File: src/rtl/stack_cmd_sequencer_if.sv
// ----------------------------------------------------------------------------
// stack_cmd_sequencer_if
//   Request/response handshake bundle between a requester and the stack
//   command sequencer.
//
//   Request channel (valid/ready):
//     REQ_VALID  requester -> sequencer   request present
//     REQ_READY  sequencer -> requester   sequencer can accept a request
//     REQ_OP     requester -> sequencer   0=nop, 1=push, 2=pop, 3=get
//     REQ_INDEX  requester -> sequencer   get depth, 0 = top of stack
//     REQ_DATA   requester -> sequencer   push data
//   Response channel (valid/ready):
//     RSP_VALID  sequencer -> requester   response present
//     RSP_READY  requester -> sequencer   response consumed
//     RSP_DATA   sequencer -> requester   pop/get result, 0 otherwise
//     RSP_ERR    sequencer -> requester   request was rejected
//
//   Modports: master = requester side, slave = sequencer side.
// ----------------------------------------------------------------------------
interface stack_cmd_sequencer_if #(
    parameter int DATA_W = 4
);
    logic              REQ_VALID;
    logic              REQ_READY;
    logic [1:0]        REQ_OP;
    logic [2:0]        REQ_INDEX;
    logic [DATA_W-1:0] REQ_DATA;
    logic              RSP_VALID;
    logic              RSP_READY;
    logic [DATA_W-1:0] RSP_DATA;
    logic              RSP_ERR;

    modport master (
        output REQ_VALID, REQ_OP, REQ_INDEX, REQ_DATA, RSP_READY,
        input  REQ_READY, RSP_VALID, RSP_DATA, RSP_ERR
    );

    modport slave (
        input  REQ_VALID, REQ_OP, REQ_INDEX, REQ_DATA, RSP_READY,
        output REQ_READY, RSP_VALID, RSP_DATA, RSP_ERR
    );
endinterface

File: src/rtl/stack_cmd_sequencer.sv
// ----------------------------------------------------------------------------
// stack_cmd_sequencer
//   Upstream controller for a DEPTH-entry circular stack. Accepts one
//   push/pop/get/nop request at a time, tracks stack occupancy, rejects
//   illegal requests before they reach the stack, drives the stack command
//   for exactly one cycle, captures the stack's registered read data and
//   returns one response per request.
//
//   Sequence per request: IDLE -> ISSUE -> CAPTURE -> RESP -> IDLE
//   (four cycles per request when the response is consumed immediately).
//
//   Ports:
//     CLK          clock, rising edge
//     RESET        asynchronous active-high reset (shared with the stack)
//     bus          request/response handshake (slave side)
//     COUNT        current stack occupancy, 0..DEPTH
//     FULL/EMPTY   COUNT==DEPTH / COUNT==0
//     STK_COMMAND  registered command to the stack (0 = idle)
//     STK_INDEX    registered get index to the stack
//     STK_DATA     registered push data to the stack
//     STK_Q        registered read data from the stack
// ----------------------------------------------------------------------------
module stack_cmd_sequencer #(
    parameter int DEPTH     = 5,
    parameter int DATA_W    = 4,
    parameter bit OVERWRITE = 1'b0
) (
    input  logic                   CLK,
    input  logic                   RESET,
    stack_cmd_sequencer_if.slave   bus,
    output logic [2:0]             COUNT,
    output logic                   FULL,
    output logic                   EMPTY,
    output logic [1:0]             STK_COMMAND,
    output logic [2:0]             STK_INDEX,
    output logic [DATA_W-1:0]      STK_DATA,
    input  logic [DATA_W-1:0]      STK_Q
);

    localparam logic [2:0] DEPTH_C = 3'(DEPTH);

    localparam logic [1:0] OP_NOP  = 2'd0;
    localparam logic [1:0] OP_PUSH = 2'd1;
    localparam logic [1:0] OP_POP  = 2'd2;
    localparam logic [1:0] OP_GET  = 2'd3;

    typedef enum logic [1:0] {
        IDLE    = 2'd0,
        ISSUE   = 2'd1,
        CAPTURE = 2'd2,
        RESP    = 2'd3
    } state_t;

    state_t            state;
    logic [1:0]        op_p0;
    logic              err_p0;
    logic              req_ready;
    logic              rsp_valid;
    logic              rsp_err;
    logic [DATA_W-1:0] rsp_data;
    logic              req_err;

    // Legality check against the occupancy seen at the accept edge.
    function automatic logic req_illegal(input logic [1:0] op,
                                         input logic [2:0] idx,
                                         input logic [2:0] cnt);
        logic bad;
        bad = 1'b0;
        case (op)
            OP_PUSH: bad = !OVERWRITE && (cnt == DEPTH_C);
            OP_POP:  bad = (cnt == 3'd0);
            OP_GET:  bad = (idx >= cnt);
            default: bad = 1'b0;
        endcase
        return bad;
    endfunction

    // Occupancy saturates at DEPTH: a wrapping push replaces the oldest entry.
    function automatic logic [2:0] count_inc(input logic [2:0] cnt);
        return (cnt >= DEPTH_C) ? DEPTH_C : cnt + 3'd1;
    endfunction

    function automatic logic [2:0] count_dec(input logic [2:0] cnt);
        return (cnt == 3'd0) ? 3'd0 : cnt - 3'd1;
    endfunction

    assign req_err       = req_illegal(bus.REQ_OP, bus.REQ_INDEX, COUNT);

    assign bus.REQ_READY = req_ready;
    assign bus.RSP_VALID = rsp_valid;
    assign bus.RSP_DATA  = rsp_data;
    assign bus.RSP_ERR   = rsp_err;

    assign FULL  = (COUNT == DEPTH_C);
    assign EMPTY = (COUNT == 3'd0);

    always_ff @(posedge CLK or posedge RESET) begin
        if (RESET) begin
            state       <= IDLE;
            op_p0       <= OP_NOP;
            err_p0      <= 1'b0;
            req_ready   <= 1'b1;
            rsp_valid   <= 1'b0;
            rsp_err     <= 1'b0;
            rsp_data    <= '0;
            COUNT       <= 3'd0;
            STK_COMMAND <= OP_NOP;
            STK_INDEX   <= 3'd0;
            STK_DATA    <= '0;
        end else begin
            case (state)
                // IDLE: accept, classify, and stage the stack command so it
                // is visible to the stack for the whole ISSUE cycle.
                IDLE: begin
                    if (bus.REQ_VALID) begin
                        op_p0     <= bus.REQ_OP;
                        err_p0    <= req_err;
                        req_ready <= 1'b0;
                        if (!req_err && bus.REQ_OP != OP_NOP) begin
                            STK_COMMAND <= bus.REQ_OP;
                            STK_INDEX   <= bus.REQ_INDEX;
                            STK_DATA    <= bus.REQ_DATA;
                        end
                        state <= ISSUE;
                    end
                end

                // ISSUE: the stack executes at this closing edge; the
                // command drops back to idle so it lasts one cycle only.
                ISSUE: begin
                    STK_COMMAND <= OP_NOP;
                    STK_INDEX   <= 3'd0;
                    STK_DATA    <= '0;
                    if (!err_p0) begin
                        case (op_p0)
                            OP_PUSH: COUNT <= count_inc(COUNT);
                            OP_POP:  COUNT <= count_dec(COUNT);
                            default: COUNT <= COUNT;
                        endcase
                    end
                    state <= CAPTURE;
                end

                // CAPTURE: STK_Q now holds the stack's registered result.
                CAPTURE: begin
                    if (!err_p0 && (op_p0 == OP_POP || op_p0 == OP_GET)) begin
                        rsp_data <= STK_Q;
                    end else begin
                        rsp_data <= '0;
                    end
                    rsp_err   <= err_p0;
                    rsp_valid <= 1'b1;
                    state     <= RESP;
                end

                // RESP: hold the response until consumed; no bypass back
                // into a new request in the same cycle.
                RESP: begin
                    if (bus.RSP_READY) begin
                        rsp_valid <= 1'b0;
                        rsp_err   <= 1'b0;
                        rsp_data  <= '0;
                        req_ready <= 1'b1;
                        state     <= IDLE;
                    end
                end

                default: begin
                    state     <= IDLE;
                    req_ready <= 1'b1;
                end
            endcase
        end
    end

endmodule

File: src/flat_wrapper.sv
// flat-port wrapper written by rule: the top's interface ports become plain ports
module stack_cmd_sequencer_flat 
#(
    parameter int DEPTH     = 5,
    parameter int DATA_W    = 4,
    parameter bit OVERWRITE = 1'b0
)
  (CLK, RESET, COUNT, FULL, EMPTY, STK_COMMAND, STK_INDEX, STK_DATA, STK_Q, bus_REQ_VALID, bus_REQ_OP, bus_REQ_INDEX, bus_REQ_DATA, bus_RSP_READY, bus_REQ_READY, bus_RSP_VALID, bus_RSP_DATA, bus_RSP_ERR);
  stack_cmd_sequencer_if #(.DATA_W(DATA_W)) bus_i ();
  input  logic CLK;
  input  logic RESET;
  output logic [2:0] COUNT;
  output logic FULL;
  output logic EMPTY;
  output logic [1:0] STK_COMMAND;
  output logic [2:0] STK_INDEX;
  output logic [DATA_W-1:0] STK_DATA;
  input  logic [DATA_W-1:0] STK_Q;
  input wire logic [$bits(bus_i.REQ_VALID)-1:0] bus_REQ_VALID;
  input wire logic [$bits(bus_i.REQ_OP)-1:0] bus_REQ_OP;
  input wire logic [$bits(bus_i.REQ_INDEX)-1:0] bus_REQ_INDEX;
  input wire logic [$bits(bus_i.REQ_DATA)-1:0] bus_REQ_DATA;
  input wire logic [$bits(bus_i.RSP_READY)-1:0] bus_RSP_READY;
  output wire logic [$bits(bus_i.REQ_READY)-1:0] bus_REQ_READY;
  output wire logic [$bits(bus_i.RSP_VALID)-1:0] bus_RSP_VALID;
  output wire logic [$bits(bus_i.RSP_DATA)-1:0] bus_RSP_DATA;
  output wire logic [$bits(bus_i.RSP_ERR)-1:0] bus_RSP_ERR;
  assign bus_i.REQ_VALID = bus_REQ_VALID;
  assign bus_i.REQ_OP = bus_REQ_OP;
  assign bus_i.REQ_INDEX = bus_REQ_INDEX;
  assign bus_i.REQ_DATA = bus_REQ_DATA;
  assign bus_i.RSP_READY = bus_RSP_READY;
  assign bus_REQ_READY = bus_i.REQ_READY;
  assign bus_RSP_VALID = bus_i.RSP_VALID;
  assign bus_RSP_DATA = bus_i.RSP_DATA;
  assign bus_RSP_ERR = bus_i.RSP_ERR;
  stack_cmd_sequencer #(.DEPTH(DEPTH), .DATA_W(DATA_W), .OVERWRITE(OVERWRITE)) u_core (.CLK(CLK), .RESET(RESET), .bus(bus_i), .COUNT(COUNT), .FULL(FULL), .EMPTY(EMPTY), .STK_COMMAND(STK_COMMAND), .STK_INDEX(STK_INDEX), .STK_DATA(STK_DATA), .STK_Q(STK_Q));
endmodule
File: config.mk
export PLATFORM = sky130hd
export DESIGN_NAME = stack_cmd_sequencer_flat
export DESIGN_NICKNAME = d
export VERILOG_FILES = /design/src/rtl/stack_cmd_sequencer_if.sv /design/src/rtl/stack_cmd_sequencer.sv /design/src/flat_wrapper.sv
export SDC_FILE = /design/constraint.sdc
export NUM_CORES = 1
export LEC_CHECK = 0
export CORE_ASPECT_RATIO = 1.75
export CORE_MARGIN = 1
export CORE_UTILIZATION = 43
export DETAILED_ROUTE_END_ITERATION = 10
export GPL_TIMING_DRIVEN = 1
export PLACE_DENSITY = 0.74
export SETUP_SLACK_MARGIN = 0.4
export SYNTH_ARGS = -nofsm -noshare
export SYNTH_HDL_FRONTEND = slang
export SYNTH_SLANG_ARGS = --single-unit
File: constraint.sdc
create_clock -name CLK -period 5.4 [get_ports CLK]
set_input_delay 1.35 -clock CLK [delete_from_list [all_inputs] [get_ports CLK]]
set_output_delay 1.35 -clock CLK [all_outputs]
set_load 0.03 [all_outputs]
==> metrics <==
leakage power 0.000795 uW; Net Sw Power 464 uW; final wirelength 2920 um; Comb pwr share 56.9%; Least-Margin Pin Slew 903 ps; critical path class reg -> out; Via density 5.75; DR iter-0 viols 30; insertion delay to the later sink of the worst-skew pair 270 ps; core area 0.00290 sq mm; clock network power share 11.9%; Synth Instances 121; proportion of layout cells with a drive suffix above 1 7.50%; CP bufs+invs 2; number of CTS-inserted buffers 3; fmax 0.292 GHz; Tcrit/Tclk final 63.4%; CTS sink cnt 24; port buffer count 37; Final Critical Period 3430 ps; Clock Path Buffers 2; Post-DRT Antenna Nets 0; r2r worst-path depth 6; CTS clk-pin slew, worst paths 90 ps; Min-Delay Endpoint u_core.bus.RSP_ERR; ANT cells 0; Starting Density 45.2%; Critical Path AT 2080 ps; Max Cap Viol 0; DRC violations left 3; commonest non-fill, non-tap cell in the layout clkdlybuf4s50_1; Cell Pwr Density 597 mW/mm^2; H-tree depth reported by CTS 1; FILL cells 240; most frequent cells in the layout clkdlybuf4s50_1, dfrtp_1, inv_1, ha_1, nand2_1; Net Sw Frac 44.3%; area occupied by multi-input gates 639 sq um; number of I/O pins 38; Overall Power 1050 uW; relative slew slack 39.7%; CTS root buffer clkbuf_8; mapped cell area 0.00131 sq mm; Distinct cells, synth 34; CTS tree done; Seq/Total Area, Yosys 46.0%; max incr delay on CP 720 ps; Int Power 583 uW; Critical Path Stages 4; Final setup viols 0; Die Span Y 75.0 um; initial antenna violation count 0; Syn-to-layout area delta 34.0%; Yosys warning total 0; hold crit path type reg -> reg; synthesized area per cell 10.8 sq um; Die W 43.7 um; peak supply drop 0.000318 V; vias in the first global route 1069; FP Rows 26; FF/Latch Area 602 sq um; sequential power share 31.2%; status finished with violations; worst-path cell chain inv_1 -> ha_1 -> nor2b_2 -> clkdlybuf4s50_1; Final Net Count 191; die area 0.00328 sq mm; hold path depth 2; CP max stage cell clkdlybuf4s50_1; post-CTS sizing 0; RSZ-0062 raised after global routing false; GR Overflow Total 0; 1st-pass router iterations 7; gpl congestion 0.808; Crit Path Max Fanout 8; R2R Path End u_core.STK_INDEX[1]; CP top delay family buffers and inverters; Setup Fix Bufs, Post-CTS 0; CP Data Required Time 4050 ps; first-pass GRT wire length 4970 um; Net Count, Synth 151; hold_buf cts 0; Hold Startpoint u_core.bus.RSP_ERR; FF+latch count, synth 24; largest net degree at the start of global routing 25; CP startpoint kind flip-flop; wire per inst 15.5 um; Post-DP HPWL 2260 um; final slew viol count 0; Fin. Hold Viols 0; worst r2r src u_core.COUNT[2]; critical path capture point type output pin; Clock Skew 3.67 ps; GRT Total Usage 20.4%; failing checks DRC; setup TNS 0 ps; via count 1081; worst reg2reg setup slack 3400 ps
metal layers:
layer | global-route usage [%] | wire, um
met2 | 38.1 | 1630
met5 | 0 | 0
met4 | 7.29 | 46
met3 | 1.44 | 111
met1 | 23.7 | 1130
synth_stat cells:
cell	n	area, sq um
a21oi_1	6	30.0
a221oi_4	1	26.3
a22o_1	4	35.0
a2bb2oi_1	1	8.76
a31oi_1	2	12.5
a32o_1	9	90.1
and2_1	1	6.26
and2_4	1	8.76
buf_1	1	3.75
buf_6	1	11.3
dfrtp_1	23	576
dfstp_2	1	26.3
ha_1	13	163
inv_1	14	52.6
mux2_2	1	11.3
mux2i_1	1	10.0
nand2_1	11	41.3
nand2b_1	3	18.8
nand3_1	1	5.00
nand3b_1	2	15.0
nor2_1	5	18.8
nor2b_1	1	6.26
nor2b_2	1	8.76
nor3_1	1	5.00
nor3b_1	1	7.51
nor4b_2	1	15.0
o211a_1	1	10.0
o211ai_1	1	7.51
o21ai_0	6	30.0
o21ai_2	2	17.5
o22ai_1	1	6.26
o31ai_1	1	7.51
o32a_1	1	10.0
or4_1	1	7.51
how the worst max path moves through the flow:
| stage | from | endpoint |
|---|---|---|
| after global routing | u_core.COUNT[0] | EMPTY |
| final | u_core.COUNT[0] | EMPTY |
| after floorplan | bus_REQ_INDEX[2] | u_core.STK_COMMAND[0] |
| after detailed placement | bus_REQ_INDEX[0] | u_core.STK_DATA[2] |
| after global placement | bus_REQ_INDEX[0] | u_core.STK_INDEX[2] |
| after CTS | u_core.COUNT[0] | EMPTY |
cell families after synthesis:
kind of cell,share of synthesized area [%]
mux,1.63
fa+ha+maj,12.4
buf+inv,5.16
simple gates,12.5
compound gates,22.3
flops,46.0
power by group through the flow:
stage	clock network (uW)	registers, uW	logic (uW)
2_1_floorplan	0	433	284
3_3_place_gp	0	323	582
3_5_place_dp	0	330	596
4_1_cts	127	327	602
5_1_grt	132	337	656
6_report	125	326	596
tightest hold or removal path, stage by stage (launching register included):
cell and delay, ps:
dfrtp_1 350, nand2_1 50, nand2_1 50
state kept, by name, summed over array words and instances, names as in the netlist, 2 cells and up:
register,cells
u_core.state,2
u_core.STK_COMMAND,2
u_core.STK_INDEX,3
u_core.COUNT,3
u_core.op_p0,2
u_core.bus.RSP_DATA,4
u_core.STK_DATA,4
stage by stage:
step / setup slack (ps) / hold WS (ps) / cells / cell area [sq um] / utilization (%)
finish: 1970 / 476 / 188 / 1750 / 60.6
floorplan: 2770 / 479 / 121 / 1310 / -
global placement: 2190 / 450 / 184 / 1700 / 58.7
CTS: 1980 / 484 / 188 / 1750 / 60.6
detailed placement: 2120 / 463 / 184 / 1700 / 58.7
global route: 1900 / 511 / 188 / 1750 / 60.6
area by class of cell:
class,count,share of cell area [%]
timing repair buffer,37,21.1
clock buffer,4,3.14
multi-input combinational,81,36.4
sequential,24,34.3
inverter,14,3.00
tap,28,2.00
Power figures use the tool's default switching activity.
